--- src/rtl/instr_encoder.sv ---
// instr_encoder: streaming MIPS instruction encoder, valid/ready in and out.
// Define ENC_PSEUDO_EN to expand PUSH/POP into two-word sequences.
module instr_encoder (
  input  logic        clock,
  input  logic        reset,
  input  logic        in_valid,
  output logic        in_ready,
  input  logic [4:0]  in_kind,
  input  logic [4:0]  in_rs,
  input  logic [4:0]  in_rt,
  input  logic [4:0]  in_rd,
  input  logic [15:0] in_imm,
  input  logic [25:0] in_target,
  output logic        out_valid,
  input  logic        out_ready,
  output logic [31:0] out_word,
  output logic        out_last,
  output logic        err_illegal
);
`ifdef ENC_PSEUDO_EN
  localparam logic [4:0] SP = 5'd29;
  typedef enum logic [1:0] {EMPTY, LAST, FIRST} state_t;
  logic [31:0] word2, pend;
  logic        pair;
`else
  typedef enum logic [0:0] {EMPTY, LAST} state_t;
`endif
  state_t      state, state_nx;
  logic [31:0] word1;
  logic [19:0] r_base;
  logic [25:0] i_base;
  logic        illegal, fire, load;
  assign r_base = {in_rs, in_rt, in_rd, 5'd0};
  assign i_base = {in_rs, in_rt, in_imm};
  assign fire   = in_valid && in_ready;
  assign load   = fire && !illegal;
  always_comb begin
    word1   = '0;
    illegal = 1'b0;
`ifdef ENC_PSEUDO_EN
    word2 = '0;
    pair  = 1'b0;
`endif
    case (in_kind)
      5'd0:  word1 = {6'h00, r_base, 6'h04};
      5'd1:  word1 = {6'h00, r_base, 6'h06};
      5'd2:  word1 = {6'h00, r_base, 6'h07};
      5'd3:  word1 = {6'h00, in_rs, 15'd0, 6'h08};
      5'd4:  word1 = {6'h00, r_base, 6'h20};
      5'd5:  word1 = {6'h00, r_base, 6'h21};
      5'd6:  word1 = {6'h00, r_base, 6'h22};
      5'd7:  word1 = {6'h00, r_base, 6'h23};
      5'd8:  word1 = {6'h00, r_base, 6'h24};
      5'd9:  word1 = {6'h00, r_base, 6'h25};
      5'd10: word1 = {6'h00, r_base, 6'h26};
      5'd11: word1 = {6'h00, r_base, 6'h27};
      5'd12: word1 = {6'h00, r_base, 6'h28};
      5'd13: word1 = {6'h02, in_target};
      5'd14: word1 = {6'h04, i_base};
      5'd15: word1 = {6'h05, i_base};
      5'd16: word1 = {6'h06, in_rs, 5'd0, in_imm};
      5'd17: word1 = {6'h07, in_rs, 5'd0, in_imm};
      5'd18: word1 = {6'h08, i_base};
      5'd19: word1 = {6'h09, i_base};
      5'd20: word1 = {6'h0C, i_base};
      5'd21: word1 = {6'h0D, i_base};
      5'd22: word1 = {6'h0E, i_base};
      5'd23: word1 = {6'h23, i_base};
      5'd24: word1 = {6'h2B, i_base};
      5'd25: word1 = {6'h0A, i_base};
      5'd28: word1 = '0;
`ifdef ENC_PSEUDO_EN
      5'd26: begin
        word1 = 32'h23BDFFFC;
        word2 = {6'h2B, SP, in_rt, 16'h0000};
        pair  = 1'b1;
      end
      5'd27: begin
        word1 = {6'h23, SP, in_rt, 16'h0000};
        word2 = 32'h23BD0004;
        pair  = 1'b1;
      end
`endif
      default: illegal = 1'b1;
    endcase
  end
  always_ff @(posedge clock or posedge reset)
    if (reset) state <= EMPTY;
    else state <= state_nx;
  always_comb begin
    state_nx = state;
`ifdef ENC_PSEUDO_EN
    if (load) state_nx = pair ? FIRST : LAST;
    else if (out_ready) state_nx = (state == FIRST) ? LAST : EMPTY;
`else
    if (load) state_nx = LAST;
    else if (out_ready) state_nx = EMPTY;
`endif
  end
  always_comb begin
    out_valid = state != EMPTY;
    in_ready  = state == EMPTY || (state == LAST && out_ready);
  end
`ifdef ENC_PSEUDO_EN
  always_ff @(posedge clock or posedge reset)
    if (reset) begin
      out_word    <= '0;
      out_last    <= 1'b0;
      pend        <= '0;
      err_illegal <= 1'b0;
    end else begin
      err_illegal <= fire && illegal;
      if (load) begin
        out_word <= word1;
        out_last <= !pair;
        pend     <= word2;
      end else if (state == FIRST && out_ready) begin
        out_word <= pend;
        out_last <= 1'b1;
      end
    end
`else
  assign out_last = 1'b1;
  always_ff @(posedge clock or posedge reset)
    if (reset) begin
      out_word    <= '0;
      err_illegal <= 1'b0;
    end else begin
      err_illegal <= fire && illegal;
      if (load) out_word <= word1;
    end
`endif
endmodule

--- config.mk ---
export PLATFORM = sky130hd
export DESIGN_NAME = instr_encoder
export DESIGN_NICKNAME = d
export VERILOG_FILES = /design/src/rtl/instr_encoder.sv
export SDC_FILE = /design/constraint.sdc
export NUM_CORES = 1
export LEC_CHECK = 0
export CELL_PAD_IN_SITES_DETAIL_PLACEMENT = 1
export CELL_PAD_IN_SITES_GLOBAL_PLACEMENT = 1
export CORE_MARGIN = 1
export CORE_UTILIZATION = 49
export DETAILED_ROUTE_END_ITERATION = 12
export DONT_BUFFER_PORTS = 1
export GPL_TIMING_DRIVEN = 1
export PLACE_DENSITY = 0.86
export SYNTH_ARGS = -nofsm -noshare
export SYNTH_HDL_FRONTEND = slang
export SYNTH_SLANG_ARGS = --single-unit
--- constraint.sdc ---
create_clock -name clock -period 4.7 [get_ports clock]
set_clock_uncertainty 0.2 [all_clocks]
set_input_delay 0.705 -clock clock [delete_from_list [all_inputs] [get_ports clock]]
set_output_delay 0.705 -clock clock [all_outputs]
set_load 0.03 [all_outputs]
; ---- Yosys cells after proc, flatten, opt, wreduce, memory -nomap -nowiden
; Cells that the tools add are included.
[classes]
muxes = 4
n_eq_ne = 26
bitwise_logic = 1
reduce_logical = 8
[op_table]
columns = operator, count
row1 = $pmux 32 s26, 1
row2 = $eq 5x5->1 const B, 11
row3 = $eq 5x4->1 const B, 8
row4 = $reduce_or 27->1, 1
row5 = $eq 5x3->1 const B, 4
row6 = $eq 5x2->1 const B, 2
row7 = $eq 5x1->1 const B, 1
row8 = $logic_not 5->1, 1
row9 = $logic_and 1x1->1, 4
row10 = $mux 1, 3
row11 = $reduce_bool 2->1, 1
row12 = $logic_or 1x1->1, 1
row13 = $not 1->1, 1
[word_totals]
inputBits = 66
output_inout_bits = 36
register_bits = 34
elab_cells = 42

; ---- Depth between registers and ports, before layout
; Gate-level depths: netlist of the first run.
[depth]
ltp_word = 5
mapped_depth = 7
depth_no_buf = 4

; ---- Worst setup path after synthesis of the first run
; Ideal clock, no wire load.
[synth_path]
path_type = input to register
from = in out_ready
to = reg out_word[10]
n_path_buf = 2
path_slack_ns = 2.511
stages = 6
arrival_ns = 1.863
t_required_ns = 4.374
setup_ns = 0.126
cell_sequence = nand2b_1 clkbuf_2 and2_1 clkbuf_1 and3_1 a221o_1
[synth_via]
elab_chain_cells = 4
[synth_lines]
columns = element, line_no
row1 = start: declaration, 15  ; input logic out_ready,
row2 = $logic_and 1x1->1, 102  ; in_ready = state == EMPTY || (state == LAST && out_ready);
row3 = $logic_or 1x1->1, 102
row4 = named net in_ready, 7  ; output logic in_ready,
row5 = $logic_and 1x1->1, 35  ; assign fire = in_valid && in_ready;
row6 = $logic_and 1x1->1, 36  ; assign load = fire && !illegal;
row7 = end signal: assignment, 130  ; if (load) out_word <= word1;
row8 = end: declaration, 16  ; output logic [31:0] out_word,
; The timed path passes the listed nets, and every way through them passes these cells.
; A chain may end at the register's enable or synchronous reset.

; ---- Worst setup path after layout of the first run
[layout_path]
from = reg state (netlist: out_valid)
to = reg out_word[14]
[layout_via]
elab_chain_cells = 4
elab_cells_between_ends = 5
cone_classes = bitwise (1) / reduce/logical (4)
[layout_lines]
columns = element, line_no
row1 = start: declaration, 28  ; state_t state, state_nx;
row2 = start signal: assignment, 89  ; else state <= state_nx;
row3 = $logic_and 1x1->1 or $not 1->1 (tied branches), 102
row4 = $logic_or 1x1->1 (*), 102
row5 = named net in_ready, 7
row6 = $logic_and 1x1->1 (*), 35
row7 = $logic_and 1x1->1 (*), 36
; The timed path passes the listed nets; every way through them passes the cells marked *.

==> summary.txt, run 1 <==
Yosys
  – Synth async-reset ratio: 100%
  – Number of synthesized register bits: 33
  – Syn Inst Count: 192
  – Synth unique cells: 49
  – Seq/Total Area, Yosys: 42.9%
  – Post-Syn Nets: 258
  – Post-Syn Area: 0.00192 sq mm
  – Syn avg cell area: 10.0 sq um
  – Synth Flop Type: dfrtp_1
  – Post-synth EDFFs: 0
  – Synth warnings: 0

Clock tree
  – CTS tree: built
  – Clk buf depth: 2
  – Root buf cell: clkbuf_8
  – H-tree depth: 2
  – Clock slew at reported path FFs: 0.06 ns
  – CTS Hold Bufs: 0
  – Clock sinks: 33
  – Post-CTS Setup Repair Bufs: 0
  – CTS buffer count: 5
  – Clock latency on the worst-skew pair: 0.28 ns
  – Cells resized by post-CTS repair: 0

Power and ir drop
  – Switching pwr: 0.000283 W
  – Internal power: 0.000496 W
  – Gate power share: 15.2%
  – Switching share of total power: 36.4%
  – Power share of the clock group: 27.2%
  – Maximum VDD drop: 129 uV
  – Power share of the sequential group: 57.6%
  – Leakage: 0.852 nW
  – Pwr Density: 402 mW/mm^2

GRT
  – Vias in the first global route: 1614
  – Gr usage total: 26.0%
  – Pin count of the biggest net entering global routing: 34
  – Remaining global-route overflow: 0
  – First-pass GRT wire length: 8180 um
  – Initial antenna violation count: 0

Cells and area
  – Fillers: 432
  – Nets@finish: 247
  – Area of the multi-input gates: 927 sq um
  – Register area: 826 sq um
  – Leading cell types in the layout, fill and taps excluded: dfrtp_1, a221o_1, nand2_1
  – Area Overhead vs Synth: 0.716%
  – Final Util: 52.1%
  – Ant. Diodes: 0
  – Most common cell after layout, fill and taps aside: dfrtp_1
  – Share of cells above drive strength 1: 9.94%

Floorplan
  – I/O pin total: 102
  – Core area: 0.00372 sq mm
  – Die width: 64.6 um
  – Chip Height: 64.6 um
  – Full die area: 0.00418 sq mm
  – Initial cell density of the core: 51.8%
  – Row Count: 22

Route
  – DR pass1 iterations: 4
  – WL per Instance: 22.7 um
  – Starting DRT DRC Count: 120
  – Routed vias/inst: 6.75
  – ANT nets after route: 0
  – Total number of vias: 1546
  – Final wirelength: 5210 um
  – DRC: 0

Place
  – RePlAce Congestion: 0.849
  – # port buffers: 0
  – Sum of net half-perimeters after detailed placement: 3870 um

STA
  – Slew headroom: 16.6%
  – Max-slew violation count: 0
  – Tightest Pin Transition: 1.25 ns
  – Achievable frequency: 0.391 GHz
  – RSZ-0062 raised after global routing: false
  – Fin. Hold Viols: 0
  – Fin crit period: 2.56 ns
  – Final Cycle Share: 54.5%
  – Final setup violation count: 0
  – Setup TNS: 0 ns

Worst setup path
  – CP arrival: 2.52 ns
  – Critical path endpoint category: register
  – Startpoint Class: register
  – WP data required: 4.66 ns
  – Crit path largest cell delay: 0.64 ns
  – Worst path slowest cell: o211ai_2
  – Bufs and invs on worst path: 0
  – Top Family by Delay on Critical Path: compound AO/OA/AOI/OAI gates
  – Crit-path max FO: 33
  – CP cell instances: nand2b_1, o211ai_2, and2_1, a221o_1
  – WS Path Type: register to register

Flow run
  – Max-Cap Viols: 0

Hold path
  – Hold Path Class: primary input to asynchronous set/reset pin

Outcome
  – Status: complete, no violations
[power by group through the flow]
stage	Clock (W)	Sequential, W	Combinational, W
floorplan	0	0.000443	0.000112
global placement	0	0.000453	0.000110
detailed placement	0	0.000455	0.000118
CTS	0.000213	0.000450	0.000120
global route	0.000221	0.000454	0.000135
finish	0.000212	0.000449	0.000119
[cell type report]
cell class / count / area share (%)
Clock buffer: 7 / 4.46
Tap cell: 48 / 3.10
Multi-Input combinational cell: 132 / 47.9
Sequential cell: 33 / 42.6
Timing Repair Buffer: 1 / 0.388
Inverter: 8 / 1.55
[flip-flops by register name, summed over array words and instances, names as in the netlist]
signal and cells:
err_illegal 1, out_valid 1, out_word 31
[per-stage QoR]
| step | hold WS, ns | setup WS (ns) | instances | power [W] | cell area [sq um] |
|---|---|---|---|---|---|
| after global routing | 0.131 | 2.00 | 229 | 0.000810 | 1940 |
| after global placement | 0.386 | 2.06 | 222 | 0.000562 | 1850 |
| after detailed placement | 0.405 | 1.94 | 222 | 0.000573 | 1850 |
| final | 0.103 | 2.14 | 229 | 0.000779 | 1940 |
| after CTS | 0.108 | 2.14 | 229 | 0.000782 | 1940 |
| after floorplan | 0.443 | 2.51 | 192 | 0.000555 | 1920 |
[routing by layer]
metal / vias up / GRT usage [%] / part of all wire (%)
li1: 696 / - / -
met1: 783 / 29.3 / 39
met2: 62 / 47.8 / 54
met3: 5 / 5.11 / 5.9
met4: 0 / 9.72 / 1.2
met5: - / 0 / 0
[worst register-to-register path, stage by stage (launching register included)]
cell and delay, ns:
dfrtp_1 0.49, nand2b_1 0.43, o211ai_2 0.64, and2_1 0.41
a221o_1 0.27
[cell families (layout without fill, tap and decap cells)]
family	count (synthesis)	after routing	share of synthesized area, %
mux	2	2	1.11
other cells	2	2	0.391
xor+xnor	1	1	0.456
simple gates	57	57	17.3
compound gates	70	70	29.0
buf+inv	27	16	8.85
flops	33	33	42.9
[Yosys cell counts, types with 4 or more instances]
cell,instances,share of area (%)
a22o_1,6,2.7
and2_1,12,3.9
dfrtp_1,33,43
nor2b_1,4,1.3
o21ai_0,14,3.6
a22oi_1,6,2.3
nand2_1,16,3.1
buf_2,6,1.6
a31oi_1,4,1.3
a221o_1,17,8.8
buf_6,6,3.5
a21oi_1,4,1.0
inv_1,7,1.4
and3_1,6,2.0
buf_4,4,1.6
[path summary, 6_finish.rpt]
kind / cells after the start / slack [ns] / end / start
setup / recovery: 4 / 2.14 / out_word[14]$_DFFE_PP0P_ / out_valid$_DFFE_PP0P_
hold / removal: 1 / 0.10 / out_word[24]$_DFFE_PP0P_ / reset
setup reg to reg: 4 / 2.14 / out_word[14]$_DFFE_PP0P_ / out_valid$_DFFE_PP0P_
hold reg to reg: 2 / 0.49 / out_word[29]$_DFFE_PP0P_ / out_word[29]$_DFFE_PP0P_
max in group asynchronous: 2 / 3.54 / out_word[6]$_DFFE_PP0P_ / reset
min in group clock: 1 / 0.32 / out_word[2]$_DFFE_PP0P_ / in_kind[4]
(Power assumes the default switching activity.)
==> run 2, diff against run 1 <==
- CORE_UTILIZATION: 49 -> 45
- PLACE_DENSITY: 0.86 -> 0.8
- clock period: 4.7 -> 2.5 ns (I/O delays scaled with it)
==> summary.txt, run 2 (same netlist as run 1, synthesis figures left out) <==
Clock tree
  – CTS tree: built (unchanged)
  – Clock slew at reported path FFs: 0.07 ns (was 0.06 ns)
  – Clock latency on the worst-skew pair: 0.28 ns (about the same)
  – CTS buffer count: 5 (unchanged)
  – Clk buf depth: 2 (unchanged)
  – Post-CTS Setup Repair Bufs: 0 (unchanged)
  – Cells resized by post-CTS repair: 0 (unchanged)
  – Clock sinks: 33 (unchanged)
  – Root buf cell: clkbuf_8 (unchanged)
  – CTS Hold Bufs: 2 (was 0)
  – H-tree depth: 2 (unchanged)

Worst setup path
  – Startpoint Class: register (unchanged)
  – CP cell instances: nand2b_1, nand3_1, nor2b_1, a221o_1 (was nand2b_1, o211ai_2, and2_1, a221o_1)
  – Critical path endpoint category: register (unchanged)
  – Crit path largest cell delay: 0.67 ns (was 0.64 ns)
  – Bufs and invs on worst path: 0 (unchanged)
  – Levels on crit path: 4 (unchanged)
  – Worst path slowest cell: nor2b_1 (was o211ai_2)
  – Worst Reg2Reg Path Length in Cells: 4 (unchanged)
  – Crit-path max FO: 11 (was 33)
  – WS Path Type: register to register (unchanged)
  – Top Family by Delay on Critical Path: simple AND/OR/NAND/NOR gates (was compound AO/OA/AOI/OAI gates)
  – CP arrival: 2.25 ns (was 2.52 ns)
  – WP data required: 2.51 ns (was 4.66 ns)

STA
  – Max-slew violation count: 0 (unchanged)
  – Final setup violation count: 0 (unchanged)
  – Setup TNS: 0 ns (unchanged)
  – Tightest Pin Transition: 0.775 ns (was 1.25 ns)
  – Final Cycle Share: 89.3% (was 54.5%)
  – Fin crit period: 2.23 ns (was 2.56 ns)
  – Slew headroom: 48.3% (was 16.6%)
  – Achievable frequency: 0.448 GHz (was 0.391 GHz)
  – Fin. Hold Viols: 0 (unchanged)
  – RSZ-0062 raised after global routing: false (unchanged)

Cells and area
  – Fillers: 460 (was 432)
  – Ant. Diodes: 0 (unchanged)
  – Share of cells above drive strength 1: 11.8% (was 9.94%)
  – Largest register FFs: 31 (unchanged)
  – Design Area, Final: 0.00199 sq mm (was 0.00194 sq mm)
  – Area of the multi-input gates: 927 sq um (unchanged)
  – Most common cell after layout, fill and taps aside: dfrtp_1 (unchanged)
  – Final Util: 49.0% (was 52.1%)
  – Nets@finish: 251 (was 247)
  – Area Overhead vs Synth: 3.45% (was 0.716%)
  – Leading cell types in the layout, fill and taps excluded: dfrtp_1, a221o_1, nand2_1 (unchanged)
  – Largest Register: out_word (unchanged)
  – Register area: 826 sq um (unchanged)

Outcome
  – Status: complete, no violations (unchanged)

Place
  – Placed cell area: 0.00187 sq mm (was 0.00185 sq mm)
  – # port buffers: 0 (unchanged)
  – RePlAce Congestion: 0.841 (was 0.849)
  – Sum of net half-perimeters after detailed placement: 4080 um (was 3870 um)

GRT
  – Initial antenna violation count: 0 (unchanged)
  – Gr usage total: 24.8% (was 26.0%)
  – Pin count of the biggest net entering global routing: 23 (was 34)
  – First-pass GRT wire length: 8250 um (was 8180 um)
  – Vias in the first global route: 1670 (was 1614)
  – Remaining global-route overflow: 0 (unchanged)

Route
  – Final wirelength: 5570 um (was 5210 um)
  – Routed vias/inst: 6.61 (was 6.75)
  – DR pass1 iterations: 4 (unchanged)
  – WL per Instance: 23.6 um (was 22.7 um)
  – Total number of vias: 1560 (was 1546)
  – ANT nets after route: 0 (unchanged)
  – DRC: 0 (unchanged)
  – Starting DRT DRC Count: 88 (was 120)

Hold path
  – Hold Path Stages: 1
  – Hold Path Class: primary input to register (was primary input to asynchronous set/reset pin)

Power and ir drop
  – Gate power share: 15.5% (was 15.2%)
  – Pwr Density: 763 mW/mm^2 (was 402 mW/mm^2)
  – Switching share of total power: 36.3% (was 36.4%)
  – Power share of the sequential group: 55.6% (was 57.6%)
  – Power share of the clock group: 28.9% (was 27.2%)
  – Internal power: 0.000968 W (was 0.000496 W)
  – Final Power: 0.00152 W (was 0.000779 W)
  – Maximum VDD drop: 243 uV (was 129 uV)
  – Switching pwr: 0.000550 W (was 0.000283 W)
  – Leakage: 0.879 nW (was 0.852 nW)

Floorplan
  – I/O pin total: 102 (unchanged)
  – Die width: 67.4 um (was 64.6 um)
  – Chip Height: 67.4 um (was 64.6 um)
  – Initial cell density of the core: 47.4% (was 51.8%)
  – Core area: 0.00406 sq mm (was 0.00372 sq mm)
  – Row Count: 23 (was 22)
  – Full die area: 0.00454 sq mm (was 0.00418 sq mm)

Flow run
  – Max-Cap Viols: 0 (unchanged)
run 2: per-layer routing:
metal	track usage (%)	part of all wire (%)	routed length, um	vias to the layer above
met1	28.9	39	2170	778
met3	6.25	6.0	334	11
met4	10.1	2.2	122	0
met5	0	0	0	-
li1	-	-	-	704
met2	43.3	53	2940	67
run 2: power groups by stage:
stage / Sequential (W) / Combinational (W) / Clock (W)
CTS: 0.000847 / 0.000236 / 0.000454
detailed placement: 0.000857 / 0.000230 / 0
global route: 0.000855 / 0.000260 / 0.000473
floorplan: 0.000833 / 0.000211 / 0
global placement: 0.000850 / 0.000216 / 0
finish: 0.000844 / 0.000235 / 0.000439
run 2: worst reg2reg max path: cells and delay by family (launching register included):
| family | cells | cell delay [ns] |
|---|---|---|
| and+or+nand+nor | 3 | 1.19 |
| DFF | 1 | 0.49 |
| AOI/OAI and AO/OA | 1 | 0.28 |
run 2: area by class of cell:
class / count / share of cell area, %
repair buffers: 5 / 2.14
inverters: 8 / 1.51
multi-input cells: 132 / 46.6
clock buffers: 7 / 4.84
well taps: 50 / 3.14
flip-flops and latches: 33 / 41.5
clock inverters: 1 / 0.252
run 2: final timing paths:
kind | slack, ns | startpoint | endpoint
max in group asynchronous | 1.09 | reset | out_word[5]$_DFFE_PP0P_
hold reg to reg | 0.50 | out_word[29]$_DFFE_PP0P_ | out_word[29]$_DFFE_PP0P_
setup / recovery | 0.27 | out_valid$_DFFE_PP0P_ | out_word[20]$_DFFE_PP0P_
hold / removal | 0.04 | in_target[6] | out_word[6]$_DFFE_PP0P_
min in group asynchronous | 0.34 | reset | out_valid$_DFFE_PP0P_
setup reg to reg | 0.27 | out_valid$_DFFE_PP0P_ | out_word[20]$_DFFE_PP0P_
run 2: per-stage QoR:
stage | hold slack (ns) | setup WS (ns) | instances
6_report | 0.0371 | 0.268 | 236
5_1_grt | 0.0230 | 0.154 | 236
4_1_cts | 0.0318 | 0.297 | 236
3_5_place_dp | 0.0925 | 0.323 | 226
3_3_place_gp | 0.0799 | 0.450 | 226
2_1_floorplan | 0.304 | 0.563 | 192
